===== src/rtl/serial_ripple_subtractor.sv =====
// rtl/serial_ripple_subtractor.sv - bit-serial a - b - bin, one bit per clock, LSB first
// Optional SERIAL_SUB_SAT_EN: floor the result at zero when the final borrow is set.
module serial_ripple_subtractor #(
    parameter int WIDTH = 4
) (
    input  logic             clk,
    input  logic             rst_n,
    input  logic             start,
    input  logic [WIDTH-1:0] a,
    input  logic [WIDTH-1:0] b,
    input  logic             bin,
    output logic             busy,
    output logic             done,
    output logic [WIDTH-1:0] diff,
    output logic             bout
);

    localparam int CW = $clog2(WIDTH);

    typedef enum logic [1:0] {
        IDLE  = 2'd0,
        SHIFT = 2'd1,
        DONE  = 2'd2
    } state_t;

    state_t           state;
    state_t           state_next;
    logic [CW-1:0]    cnt;
    logic [WIDTH-1:0] a_sr;
    logic [WIDTH-1:0] b_sr;
    logic [WIDTH-1:0] res_sr;
    logic             br;

    logic             accept;
    logic             last_bit;
    logic             d_bit;
    logic             br_next;
    logic [WIDTH-1:0] res_full;

    assign last_bit = (cnt == CW'(WIDTH - 1));
    assign d_bit    = a_sr[0] ^ b_sr[0] ^ br;
    assign br_next  = (~a_sr[0] & b_sr[0]) | (~a_sr[0] & br) | (b_sr[0] & br);
    assign res_full = {d_bit, res_sr[WIDTH-1:1]};

    // Both flags decode straight from the state register, so outputs stay registered.
    assign busy = (state == SHIFT);
    assign done = (state == DONE);

    always_ff @(posedge clk or negedge rst_n) begin
        if (!rst_n) begin
            state <= IDLE;
        end else begin
            state <= state_next;
        end
    end

    always_comb begin
        state_next = state;
        accept     = 1'b0;
        case (state)
            IDLE: begin
                if (start) begin
                    accept     = 1'b1;
                    state_next = SHIFT;
                end
            end
            SHIFT: begin
                if (last_bit) begin
                    state_next = DONE;
                end
            end
            DONE: begin
                if (start) begin
                    accept     = 1'b1;
                    state_next = SHIFT;
                end else begin
                    state_next = IDLE;
                end
            end
            default: begin
                state_next = IDLE;
            end
        endcase
    end

    always_ff @(posedge clk or negedge rst_n) begin
        if (!rst_n) begin
            cnt    <= '0;
            a_sr   <= '0;
            b_sr   <= '0;
            res_sr <= '0;
            br     <= 1'b0;
            diff   <= '0;
            bout   <= 1'b0;
        end else if (accept) begin
            cnt    <= '0;
            a_sr   <= a;
            b_sr   <= b;
            res_sr <= '0;
            br     <= bin;
        end else if (state == SHIFT) begin
            cnt    <= cnt + CW'(1);
            a_sr   <= a_sr >> 1;
            b_sr   <= b_sr >> 1;
            res_sr <= res_full;
            br     <= br_next;
            // The last bit is still in flight, so publish the assembled word, not res_sr.
            if (last_bit) begin
`ifdef SERIAL_SUB_SAT_EN
                diff <= br_next ? '0 : res_full;
`else
                diff <= res_full;
`endif
                bout <= br_next;
            end
        end
    end

endmodule


===== config.mk =====
export PLATFORM = sky130hd
export DESIGN_NAME = serial_ripple_subtractor
export DESIGN_NICKNAME = d
export VERILOG_FILES = /design/src/rtl/serial_ripple_subtractor.sv
export SDC_FILE = /design/constraint.sdc
export NUM_CORES = 1
export LEC_CHECK = 0
export CORE_UTILIZATION = 35
export CTS_CLUSTER_SIZE = 24
export DETAILED_ROUTE_END_ITERATION = 6
export SYNTH_ARGS = -nofsm -noshare
export SYNTH_HDL_FRONTEND = slang
export SYNTH_SLANG_ARGS = --single-unit

===== constraint.sdc =====
create_clock -name clk -period 1.3 [get_ports clk]
set_clock_uncertainty 0.2 [all_clocks]
set_input_delay 0.195 -clock clk [delete_from_list [all_inputs] [get_ports clk]]
set_output_delay 0.195 -clock clk [all_outputs]
set_load 0.03 [all_outputs]

==> flow_summary.ini <==
[routing]
drt_wl_total_mm = 2.07
vias = 752
drt.antenna.violating_nets = 0
drt-pass1-iter-count = 2
drt_iter0_markers = 5
drc = 0
vias_per_cell = 4.85
wire_per_inst_um = 13.4

[power]
pwr-share-clk = 0.082
seqPwrFrac = 0.316
switchingPower_mw = 1.37
switching_share = 0.363
power.density_mw_per_mm2 = 2420
combinationalPowerShare = 0.602
p_total_mw = 3.76
internal_power_mw = 2.40
ir_drop_mv = 1.60
p_leak_nw = 0.725

[floorplan]
die_x_um = 55.6
io_pins = 19
die_h_um = 55.6
fp-row-count = 19
die_area_mm2 = 0.00309
start_util = 0.368
coreArea_mm2 = 0.00273

[global_routing]
grt_pass1_wl_mm = 3.55
grt_util_all_layers = 0.149
grt_max_degree = 22
first_global_vias = 759
antenna_found_initial = 0
gr-total-overflow = 0

[cells_and_area]
antenna_cells = 0
fin_nets = 139
drive_gt1_frac = 0.508
fill_cells = 223
ff_latch_area_um2 = 528
multi_input_area_um2 = 517
area_growth_syn_to_layout_pct = 54.5

[critical_path]
r2r_slack_ps = -180
arrival_ps = 1110
criticalPathCategory = register to output port
max_stage_delay_ps = 450
required_ps = 900
cp_cell_sequence = buf_6, nor2b_4, buf_6
worstPathMaxFanout = 3
end_kind = output port
path_common_cell = buf_6
slowest_stage = dfrtp_2
start_kind = register

[clocking]
clkSinkCount = 21
cts_root_buf = clkbuf_4
cts_tree = yes
htree_num_levels = 1
clk_pin_slew_ps = 110
clk_latency_ps = 300
ctsHoldBuffers = 0
cts_buffers = 3
cts_buffer_depth = 2

[sta]
hold_viol_final = 0
setup_viol = 17
finalWorstSetupSlack_ps = -208
worst-slew-pin-transition_ps = 186
fin_tns_setup_ps = -2150
min_period_over_period = 1.16
max_freq_ghz = 0.663
min_period_ps = 1510
slew-limit-headroom = 0.875
maxSlewViolCount = 0
rsz0062_at_grt = yes

[logic_synthesis]
ys.flop_type = dfrtp_1
synth-simple-area-share = 0.0858
yosys.area_share.adder = 0.0323
yosysSeqAreaShare = 0.522
synthCells = 79
synth_xor_area_frac = 0
synthDistinctLibCells = 21
avgSynthCellArea_um2 = 12.7
synthesis.area_mm2 = 0.00101
synth_compound_area_frac = 0.162
synthesis.nets = 93
synth-seq-cells = 21
synth_top_family_by_area = compound AO/OA/AOI/OAI gates
synthMuxAreaShare = 0.147
yosys_warnings = 0
async_flop_share = 1.00
synth_edf_count = 0

[job]
maxCapViolations = 0

[placed_design]
hpwl_mm = 1.42
port-buffer-count = 18
gp_congestion = 0.712

[status]
outcome = finished with violations
violations = setup timing

[worst_hold_path]
hp-class = input port to async pin
==> final timing paths <==
path	from	endpoint	depth (start not counted)
max reg2reg	state[0]	cnt[0]	4
min in group clk	b[2]	b_sr[2]	3
min reg2reg	a_sr[3]	a_sr[3]	1
max	state[1]	done	3
max in group asynchronous	rst_n	state[0]	2
min	rst_n	diff[2]	2
==> cell type report <==
cell class | count | share of cell area
tap | 31 | 0.0250
inverter | 5 | 0.0137
clock buffer | 4 | 0.0169
timing repair buffer | 45 | 0.272
multi-input combinational | 49 | 0.333
sequential | 21 | 0.340
==> through the flow <==
stage	setup WS (ps)	hold slack, ps	util	std cells	instance area [µm²]
finish	-208	33.8	0.568	155	1550
global route	-265	25.2	0.568	155	1550
CTS	-224	19.5	0.543	150	1480
detailed placement	-264	291	0.482	139	1320
global placement	-256	279	0.482	139	1320
floorplan	-78.6	-301	-	79	1020
==> placed cells by master, fill, tap and decap left out, drive strengths merged <==
cell,count
a22o,5
clkbuf,4
clkdlybuf4s50,11
ha,1
a21oi,7
o22ai,2
nor2b,7
mux2i,5
o21ai,2
nand2,1
buf,34
a21o,1
fa,1
nand3b,1
nor2,1
o2bb2ai,1
mux2,7
inv,5
a211oi,5
dfrtp,21
nand2b,2
==> registers in the layout (all words and copies together), names as in the netlist <==
signal and cells:
a_sr 4, b_sr 4, diff 4, res_sr 3, cnt 2, state 2
bout 1, br 1
==> layer usage <==
layer	wire length (µm)	GRT usage
met5	0	0
met4	12	0.0321
met3	98	0.0512
met2	1020	0.248
met1	943	0.189
==> power groups by stage <==
| stage | clock (mW) | sequential [mW] | combinational [mW] |
|---|---|---|---|
| 2_1_floorplan | 0 | 1.27 | 1.05 |
| 3_3_place_gp | 0 | 1.20 | 1.68 |
| 3_5_place_dp | 0 | 1.22 | 1.72 |
| 4_1_cts | 0.328 | 1.19 | 2.14 |
| 5_1_grt | 0.358 | 1.23 | 2.44 |
| 6_report | 0.308 | 1.19 | 2.26 |
==> critical path: cells and delay by family (launching register included) <==
kind	cells	cell delay (ps)
buf+inv	2	250
flops	1	450
simple gates	1	120
==> synth_stat cells, types with 2 or more instances <==
library cell,count,area (µm²)
buf_2,2,10.0
o22ai_1,2,12.5
mux2i_1,5,50.1
a211oi_1,5,37.5
mux2_1,2,22.5
a21oi_1,7,35.0
nor2b_1,7,43.8
mux2_4,5,75.1
a22o_1,5,43.8
o21ai_0,2,10.0
nand2b_1,2,12.5
dfrtp_1,21,526
inv_1,5,18.8
buf_6,2,22.5
==> cells by family after synthesis <==
group                      after synthesis
DFF                                     21
adders and majority gates                2
buffers and inverters                    9
and+or+nand+nor                         12
muxes                                   12
AOI/OAI and AO/OA                       23
==> timing repair <==
item,in CTS,in global routing
endpoints found under the setup margin,22,24
pin swaps,5,5
gates resized for setup,19,8
buffers inserted,7,6
(Power assumes the default switching activity.)
